## config.mk

```make
export PLATFORM = sky130hd
export DESIGN_NAME = cpu_run_monitor
export DESIGN_NICKNAME = d
export VERILOG_FILES = /design/src/rtl/cpu_run_monitor.sv
export SDC_FILE = /design/constraint.sdc
export NUM_CORES = 1
export LEC_CHECK = 0
export CAP_MARGIN = 20
export CELL_PAD_IN_SITES_DETAIL_PLACEMENT = 1
export CELL_PAD_IN_SITES_GLOBAL_PLACEMENT = 1
export CORE_MARGIN = 1
export CORE_UTILIZATION = 34
export CTS_CLUSTER_DIAMETER = 200
export DETAILED_ROUTE_END_ITERATION = 16
export GPL_TIMING_DRIVEN = 0
export PLACE_DENSITY_LB_ADDON = 0.2
export RECOVER_POWER = 25
export SLEW_MARGIN = 20
export SYNTH_ARGS = -nofsm -noshare
export SYNTH_HDL_FRONTEND = slang
export SYNTH_SLANG_ARGS = --single-unit
```

## constraint.sdc

```tcl
create_clock -name CLK -period 3.02 [get_ports CLK]
set_input_delay 0.755 -clock CLK [delete_from_list [all_inputs] [get_ports CLK]]
set_output_delay 0.755 -clock CLK [all_outputs]
set_load 0.02 [all_outputs]
```

## src/rtl/cpu_run_monitor.sv

```systemverilog
// Run controller and result checker for CPU_Core program tests: sequences the core reset,
// snoops DMEM stores for a halt or a cycle budget, and checksums a result window.
module cpu_run_monitor #(
    parameter int                 ADDR_W     = 10,
    parameter int                 DATA_W     = 32,
    parameter int                 RST_CYCLES = 1,
    parameter int                 MAX_CYCLES = 3000,
    parameter int                 HALT_ADDR  = 1023,
    parameter int                 RES_BASE   = 16,
    parameter int                 NUM_RES    = 8,
    parameter logic [DATA_W-1:0]  EXP_SUM    = {DATA_W{1'b0}}
) (
    input  logic                                CLK,
    input  logic                                RSTn,
    input  logic                                start,
    input  logic                                MemWrite,
    input  logic [ADDR_W-1:0]                   address_DMEM,
    input  logic [DATA_W-1:0]                   write_data_DMEM,
    output logic                                core_RSTn,
    output logic                                busy,
    output logic                                done,
    output logic                                halted,
    output logic                                timeout,
    output logic                                pass,
    output logic [$clog2(MAX_CYCLES+1)-1:0]     cycle_count,
    output logic [$clog2(NUM_RES+2)-1:0]        store_count,
    output logic [DATA_W-1:0]                   checksum
);

    localparam int CW = $clog2(MAX_CYCLES + 1);
    localparam int SW = $clog2(NUM_RES + 2);
    localparam int RW = (RST_CYCLES > 1) ? $clog2(RST_CYCLES) : 1;

    localparam logic [CW-1:0]     CYC_LAST  = CW'(MAX_CYCLES - 1);
    localparam logic [SW-1:0]     STORE_SAT = SW'(NUM_RES + 1);
    localparam logic [SW-1:0]     STORE_EXP = SW'(NUM_RES);
    localparam logic [RW-1:0]     RST_LAST  = RW'(RST_CYCLES - 1);
    localparam logic [ADDR_W-1:0] HALT_A    = ADDR_W'(HALT_ADDR);
    // One extra bit so a window ending exactly at 2**ADDR_W does not wrap.
    localparam logic [ADDR_W:0]   WIN_LO    = (ADDR_W+1)'(RES_BASE);
    localparam logic [ADDR_W:0]   WIN_HI    = (ADDR_W+1)'(RES_BASE + NUM_RES);

    if (RES_BASE + NUM_RES > (1 << ADDR_W)) begin : g_bad_window
        $error("cpu_run_monitor: result window exceeds the DMEM address space");
    end
    if (RST_CYCLES < 1 || MAX_CYCLES < 1) begin : g_bad_counts
        $error("cpu_run_monitor: RST_CYCLES and MAX_CYCLES must be at least 1");
    end

    typedef enum logic [1:0] {
        S_IDLE  = 2'd0,
        S_RESET = 2'd1,
        S_RUN   = 2'd2,
        S_DONE  = 2'd3
    } state_t;

    state_t              r_state, w_state_nxt;
    logic [RW-1:0]       r_rst_cnt, w_rst_cnt_nxt;
    logic [CW-1:0]       r_cycle, w_cycle_nxt;
    logic [SW-1:0]       r_store, w_store_nxt;
    logic [DATA_W-1:0]   r_sum, w_sum_nxt;
    logic                r_halted, w_halted_nxt;
    logic                r_timeout, w_timeout_nxt;
    logic                r_pass, w_pass_nxt;
    logic                r_core_rstn, r_busy, r_done;
    logic                w_halt, w_win;

    // Next-state and result-update logic; halt stores are excluded from the window.
    always_comb begin
        w_state_nxt   = r_state;
        w_rst_cnt_nxt = r_rst_cnt;
        w_cycle_nxt   = r_cycle;
        w_store_nxt   = r_store;
        w_sum_nxt     = r_sum;
        w_halted_nxt  = r_halted;
        w_timeout_nxt = r_timeout;
        w_pass_nxt    = r_pass;
        w_halt        = MemWrite && (address_DMEM == HALT_A);
        w_win         = MemWrite && !w_halt &&
                        ({1'b0, address_DMEM} >= WIN_LO) && ({1'b0, address_DMEM} < WIN_HI);
        case (r_state)
            S_IDLE: begin
                w_rst_cnt_nxt = {RW{1'b0}};
                w_cycle_nxt   = {CW{1'b0}};
                w_store_nxt   = {SW{1'b0}};
                w_sum_nxt     = {DATA_W{1'b0}};
                w_halted_nxt  = 1'b0;
                w_timeout_nxt = 1'b0;
                w_pass_nxt    = 1'b0;
                if (start) begin
                    w_state_nxt = S_RESET;
                end else begin
                    w_state_nxt = S_IDLE;
                end
            end
            S_RESET: begin
                if (r_rst_cnt == RST_LAST) begin
                    w_rst_cnt_nxt = {RW{1'b0}};
                    w_state_nxt   = S_RUN;
                end else begin
                    w_rst_cnt_nxt = r_rst_cnt + RW'(1);
                    w_state_nxt   = S_RESET;
                end
            end
            S_RUN: begin
                w_cycle_nxt = r_cycle + CW'(1);
                if (w_win) begin
                    w_sum_nxt = r_sum + write_data_DMEM;
                    if (r_store != STORE_SAT) begin
                        w_store_nxt = r_store + SW'(1);
                    end else begin
                        w_store_nxt = r_store;
                    end
                end else begin
                    w_sum_nxt   = r_sum;
                    w_store_nxt = r_store;
                end
                if (w_halt) begin
                    w_halted_nxt = 1'b1;
                    w_pass_nxt   = (w_store_nxt == STORE_EXP) && (w_sum_nxt == EXP_SUM);
                    w_state_nxt  = S_DONE;
                end else if (r_cycle == CYC_LAST) begin
                    w_timeout_nxt = 1'b1;
                    w_pass_nxt    = 1'b0;
                    w_state_nxt   = S_DONE;
                end else begin
                    w_state_nxt = S_RUN;
                end
            end
            S_DONE: begin
                if (start) begin
                    w_rst_cnt_nxt = {RW{1'b0}};
                    w_cycle_nxt   = {CW{1'b0}};
                    w_store_nxt   = {SW{1'b0}};
                    w_sum_nxt     = {DATA_W{1'b0}};
                    w_halted_nxt  = 1'b0;
                    w_timeout_nxt = 1'b0;
                    w_pass_nxt    = 1'b0;
                    w_state_nxt   = S_RESET;
                end else begin
                    w_state_nxt = S_DONE;
                end
            end
            default: begin
                w_state_nxt = S_IDLE;
            end
        endcase
    end

    // State, result and registered status outputs; core reset tracks the next state.
    always_ff @(posedge CLK or negedge RSTn) begin
        if (!RSTn) begin
            r_state     <= S_IDLE;
            r_rst_cnt   <= {RW{1'b0}};
            r_cycle     <= {CW{1'b0}};
            r_store     <= {SW{1'b0}};
            r_sum       <= {DATA_W{1'b0}};
            r_halted    <= 1'b0;
            r_timeout   <= 1'b0;
            r_pass      <= 1'b0;
            r_core_rstn <= 1'b0;
            r_busy      <= 1'b0;
            r_done      <= 1'b0;
        end else begin
            r_state     <= w_state_nxt;
            r_rst_cnt   <= w_rst_cnt_nxt;
            r_cycle     <= w_cycle_nxt;
            r_store     <= w_store_nxt;
            r_sum       <= w_sum_nxt;
            r_halted    <= w_halted_nxt;
            r_timeout   <= w_timeout_nxt;
            r_pass      <= w_pass_nxt;
            r_core_rstn <= (w_state_nxt == S_RUN);
            r_busy      <= (w_state_nxt == S_RESET) || (w_state_nxt == S_RUN);
            r_done      <= (w_state_nxt == S_DONE);
        end
    end

    assign core_RSTn   = r_core_rstn;
    assign busy        = r_busy;
    assign done        = r_done;
    assign halted      = r_halted;
    assign timeout     = r_timeout;
    assign pass        = r_pass;
    assign cycle_count = r_cycle;
    assign store_count = r_store;
    assign checksum    = r_sum;

endmodule
```

==> results.sh, run 1 <==
export IMPL_hold_viol=0
export IMPL_clk_insertion_delay_late_ns=0.30
export IMPL_diodes=0
export IMPL_yosysSeqAreaShare_pct=31.5
export IMPL_layout_commonest_cell="nand2_1"
export IMPL_end_kind="flop"
export IMPL_crit_fanout=3
export IMPL_drc_errors=0
export IMPL_arrival_ns=3.50
export IMPL_finalCritPeriodShare_pct=109
export IMPL_synth_warnings=0
export IMPL_worst_setup_path_start_kind="input pin"
export IMPL_period_minus_slack_ns=3.30
export IMPL_drt_iter0_drc=197
export IMPL_grt_pass1_vias=4843
export IMPL_whs_ns=0.434
export IMPL_cts_tree="built"
export IMPL_power_leakage_uw=0.00293
export IMPL_regToRegEndpoint="pass"
export IMPL_cpMaxStageDelayCell="fa_2"
export IMPL_slew_viol_final=0
export IMPL_dieArea_sq_um=13600
export IMPL_synth_area_per_cell_sq_um=8.55
export IMPL_synth_area_leaders="dfrtp_1, ha_1, a22o_1, nand2_1, o21ai_0"
export IMPL_place_detailed_instances=793
export IMPL_cp_required_ns=3.22
export IMPL_peakVddDrop_mv=0.279
export IMPL_synth_seq_cells=56
export IMPL_fin_nets=753
export IMPL_max_stage_delay_ns=0.35
export IMPL_crit_path_frequent_cell="o21ai_2"
export IMPL_num_rows=41
export IMPL_floorplan_initialDensity_pct=35.0
export IMPL_final_cells=838
export IMPL_drv_cap=0
export IMPL_final_cell_mix="nand2_1, clkdlybuf4s50_1, dfrtp_1"
export IMPL_postCtsHoldBufs=0
export IMPL_grt_pass1_wl_um=24800
export IMPL_synth_top_area_share_pct=31.5
export IMPL_vias=4640
export IMPL_track_usage_pct=23.5
export IMPL_clk_pin_slew_ns=0.07
export IMPL_grt_max_degree=47
export IMPL_synth_distinct_cells=61
export IMPL_netlist_area_sq_um=4450
export IMPL_syn_inst=521
export IMPL_die_h_um=116
export IMPL_fin_util_pct=53.4
export IMPL_outcome="finished with violations"
export IMPL_finalSetupTns_ns=-1.71
export IMPL_antenna_found_initial=0
export IMPL_postRouteWirelength_um=16200
export IMPL_critPathKind="in -> reg"
export IMPL_wl_per_cell_um=19.4
export IMPL_regToRegStartpoint="checksum[0]"
export IMPL_critPathBufInv=1
export IMPL_ioPinCount=100
export IMPL_hp_class="in -> async"
export IMPL_worstRegToRegCells=13
export IMPL_area_growth_pct=52.4
export IMPL_firstDrtPassIters=4
export IMPL_synth_nets=608
export IMPL_dp_slack_ns=-1.42
export IMPL_worst_slew_pin_slew_ns=1.24
export IMPL_async_reset_ff_share_pct=100
export IMPL_place_gp_congestion=0.821
export IMPL_cts_buffers=5
export IMPL_clk_path_buf_depth=2
export IMPL_synth_edff_count=0
export IMPL_ys_flop_type="dfrtp_1"
export IMPL_die_x_um=116
export IMPL_synth_top_cell_by_area="dfrtp_1"
export IMPL_skew_ns=0.00729
export IMPL_dp_hpwl_um=11200
export IMPL_grt_overflow=0
export IMPL_via_per_inst=5.54
export IMPL_coreArea_sq_um=12700
export IMPL_violations="negative setup slack"
export IMPL_drive_gt1_share_pct=23.1
export IMPL_rrSetupSlack_ns=-0.26
export IMPL_path_cells="buf_6, ha_4, fa_2, a21o_1, a221oi_4, o21a_1, o21ai_4, a31oi_4, o21ai_2, nor2b_4, a2111oi_4, xor2_1, o21ai_2, o41ai_2"
export IMPL_postRouteAntennaNets=0
export IMPL_fillerInstances=1469
export IMPL_cts_root_buf="clkbuf_16"
export IMPL_power_density_nw_per_um2=348
export IMPL_cts_sinks=56
export IMPL_timing_fmax_mhz=303
export IMPL_fin_ws_ns=-0.281
export IMPL_port_buffers=99
export IMPL_cp_top_family="compound AO/OA/AOI/OAI gates"
export IMPL_cts_htree_levels=2
export IMPL_slew_headroom_pct=17.5
export IMPL_rsz0062_at_grt="true"
export IMPL_finalSetupViolations=9
-- routing by layer --
metal | global-route usage (%) | wire length, um
met4 | 5.98 | 287
met5 | 0 | 0
met1 | 29.4 | 7250
met2 | 42.7 | 8330
met3 | 2.54 | 344
-- area by class of cell --
cell class                 instances  area [sq um]  area share (%)
multi-input combinational        430          3560            52.5
clock inverter                     2          60.1           0.884
sequential                        56          1400            20.6
tap                              172           215            3.17
timing repair buffer             141          1290            19.0
inverter                          11          41.3           0.608
buffer                            21          96.3            1.42
clock buffer                       5           125            1.84
-- synth_stat cells, types with 2 or more instances --
library cell  number
nor2_1            23
xnor2_1           15
nand2_1           74
nor4_2             2
and3_1             4
a21oi_1           32
nand3_1           20
o21ai_1            9
o21a_1             4
o21ai_0           50
inv_1             11
mux2i_1            3
a211oi_1           2
a22o_1            35
o211ai_1           2
nand2b_1           4
buf_1              3
nor4_1             3
and4_1             3
nand3b_1           2
a21o_1            14
buf_2              2
a31oi_1            3
nor2b_1            8
ha_1              40
or2_2              3
clkbuf_1          18
dfrtp_1           56
o31ai_1            2
o21bai_1           4
nor3_1            12
o41ai_1            2
or3_1              3
nand4_1           10
xor2_1            17
-- repair_timing --
action / 4_1_cts / 5_1_grt
setup endpoints to repair: 31 / 35
hold endpoints to repair: 0 / 0
pin swaps: 42 / 34
cloned: 0 / 0
buffers inserted: 18 / 25
gates resized for setup: 121 / 53
-- stage by stage --
| stage | instance area, sq um | power, uW |
|---|---|---|
| floorplan | 4510 | 1240 |
| global placement | 5710 | 1550 |
| detailed placement | 5740 | 1580 |
| CTS | 6450 | 2350 |
| global route | 6790 | 2470 |
| finish | 6790 | 2360 |
-- power by group --
group          switching, uW  internal [uW]
logic                    538            263
clock network            272            471
registers               31.0            786
total                    841           1520
-- state kept, by name (all words and copies together), names as in the netlist --
signal / cells
cycle_count: 12
store_count: 4
checksum: 32
done: 1
busy: 1
r_state: 2
core_RSTn: 1
pass: 1
halted: 1
timeout: 1
-- cells by family after synthesis --
| kind of cell | share of synthesized area, % |
|---|---|
| simple gates | 19.9 |
| compound gates | 26.2 |
| flops | 31.5 |
| fa+ha+maj | 11.7 |
| buf+inv | 3.17 |
| xor+xnor | 6.66 |
| mux | 0.927 |
-- worst max-delay path by stage --
| stage | start | endpoint | slack [ns] | cells after the start |
|---|---|---|---|---|
| finish | write_data_DMEM[0] | pass | -0.28 | 14 |
| global route | write_data_DMEM[0] | pass | -0.43 | 15 |
| detailed placement | write_data_DMEM[4] | pass | -1.42 | 12 |
| global placement | write_data_DMEM[4] | pass | -1.35 | 12 |
| floorplan | write_data_DMEM[0] | pass | -0.34 | 13 |
| CTS | write_data_DMEM[0] | pass | -0.52 | 11 |
(Power assumes the default switching activity.)
==> run 2, diff against run 1 <==
CORE_UTILIZATION = 38   (was 34)
clock period = 3.3 ns   (was 3.02 ns; I/O delays follow)
==> results.sh, run 2 (same netlist as run 1, synthesis figures left out) <==
export IMPL_drt_iter0_drc=237
export IMPL_skew_ns=0.00668
export IMPL_dieArea_sq_um=12200
export IMPL_fin_util_pct=57.7
export IMPL_period_minus_slack_ns=3.55
export IMPL_crit_fanout=3
export IMPL_final_area_sq_um=6590
export IMPL_grt_overflow=0
export IMPL_ioPinCount=100
export IMPL_cp_top_family="compound AO/OA/AOI/OAI gates"
export IMPL_final_cell_mix="nand2_1, clkdlybuf4s50_1, dfrtp_1"
export IMPL_drive_gt1_share_pct=18.7
export IMPL_worst_setup_path_start_kind="input pin"
export IMPL_max_stage_delay_ns=0.39
export IMPL_wl_per_cell_um=20.8
export IMPL_postCtsHoldBufs=0
export IMPL_diodes=0
export IMPL_cts_sinks=56
export IMPL_path_cells="buf_6, ha_4, fa_2, a21o_1, a221oi_4, o21a_1, buf_6, o21ai_4, buf_6, a31oi_4, o21ai_4, nor2b_4, a2111oi_4, xor2_1, o21ai_2, o41ai_2"
export IMPL_vias=4802
export IMPL_end_kind="flop"
export IMPL_final_cells=807
export IMPL_die_x_um=110
export IMPL_arrival_ns=3.75
export IMPL_dp_hpwl_um=11200
export IMPL_postRouteWirelength_um=16800
export IMPL_drc_errors=0
export IMPL_cp_required_ns=3.50
export IMPL_coreArea_sq_um=11400
export IMPL_grt_pass1_wl_um=25200
export IMPL_firstDrtPassIters=4
export IMPL_place_detailed_instances=764
export IMPL_layout_commonest_cell="nand2_1"
export IMPL_timing_fmax_mhz=282
export IMPL_via_per_inst=5.95
export IMPL_dp_slack_ns=-1.24
export IMPL_finalSetupTns_ns=-1.11
export IMPL_power_leakage_uw=0.00292
export IMPL_worst_slew_pin_slew_ns=1.09
export IMPL_die_h_um=110
export IMPL_clk_path_buf_depth=2
export IMPL_floorplan_initialDensity_pct=39.0
export IMPL_grt_max_degree=44
export IMPL_outcome="finished with violations"
export IMPL_fin_nets=750
export IMPL_largest_register_ffs=32
export IMPL_critPathKind="in -> reg"
export IMPL_track_usage_pct=27.2
export IMPL_drv_cap=0
export IMPL_slew_headroom_pct=27.1
export IMPL_finalCritPeriodShare_pct=108
export IMPL_hp_class="reg -> reg"
export IMPL_hold_viol=0
export IMPL_clk_pin_slew_ns=0.07
export IMPL_fin_ws_ns=-0.251
export IMPL_port_buffers=99
export IMPL_cts_root_buf="clkbuf_16"
export IMPL_critPathBufInv=3
export IMPL_postRouteAntennaNets=0
export IMPL_post_dp_cell_area_sq_um=5690
export IMPL_violations="negative setup slack"
export IMPL_place_gp_congestion=0.882
export IMPL_cpMaxStageDelayCell="fa_2"
export IMPL_rsz0062_at_grt="true"
export IMPL_crit_path_frequent_cell="buf_6"
export IMPL_cts_buffers=5
export IMPL_cts_htree_levels=2
export IMPL_area_growth_pct=47.9
export IMPL_cts_tree="built"
export IMPL_finalSetupViolations=8
export IMPL_clk_insertion_delay_late_ns=0.30
export IMPL_power_density_nw_per_um2=306
export IMPL_peakVddDrop_mv=0.269
export IMPL_slew_viol_final=0
export IMPL_num_rows=39
export IMPL_antenna_found_initial=0
export IMPL_grt_pass1_vias=4867
-- run 2: cell count changes in the layout (fill, tap and decap cells not counted), sizes merged --
cell,change
dlymetal6s2s,+6
buf,-5
dlygate4sd2,-5
bufinv,-2
clkdlybuf4s50,+2
clkbuf,+1
clkdlybuf4s15,+1
-- run 2: final timing paths --
path                                     from               to  slack (ns)  cells after the start
min in group asynchronous                RSTn  cycle_count[10]        0.58                      1
setup reg to reg                  checksum[0]             pass       -0.19                     15
setup / recovery           write_data_DMEM[0]             pass       -0.25                     16
max in group asynchronous                RSTn     checksum[12]        1.17                      2
hold / removal                        timeout          timeout        0.53                      2
hold reg to reg                       timeout          timeout        0.53                      2
-- run 2: area by class of cell --
class	instances	area (sq um)
fillers	1309	4830
flip-flops and latches	56	1400
plain buffers	22	93.8
repair buffers	137	1290
multi-input cells	430	3440
well taps	143	179
clock buffers	8	146
inverters	11	41.3
-- run 2: worst reg2reg max path, stage by stage, from the launching register on --
cell and delay [ns]:
dfrtp_1 0.50, ha_4 0.23, fa_2 0.39, a21o_1 0.21, a221oi_4 0.28, o21a_1 0.22
buf_6 0.11, o21ai_4 0.06, buf_6 0.13, a31oi_4 0.19, o21ai_4 0.09, nor2b_4 0.15
a2111oi_4 0.21, xor2_1 0.21, o21ai_2 0.09, o41ai_2 0.33
-- run 2: through the flow --
step	hold WS, ns	total power, uW
floorplan	0.529	1130
global placement	0.499	1410
detailed placement	0.522	1440
CTS	0.388	2010
global route	0.579	2120
finish	0.531	2020
-- run 2: what timing repair did --
item                       CTS  global route
buffers inserted            19            19
pin swaps                   35            41
gates resized for setup     82            50
setup endpoints to repair   22            20
-- run 2: metal layers --
| layer | vias to the layer above | global-route usage (%) | wire (um) |
|---|---|---|---|
| met3 | 39 | 2.76 | 598 |
| met5 | - | 0 | 0 |
| met1 | 2422 | 34.2 | 7000 |
| met4 | 0 | 7.33 | 402 |
| met2 | 129 | 49.1 | 8760 |
| li1 | 2212 | - | - |
-- run 2: where the power goes --
| part | leakage (uW) | total [uW] | internal (uW) | switching, uW |
|---|---|---|---|---|
| clock | 0.0000712 | 551 | 304 | 247 |
| combinational | 0.00207 | 720 | 231 | 489 |
| sequential | 0.000777 | 746 | 719 | 26.3 |
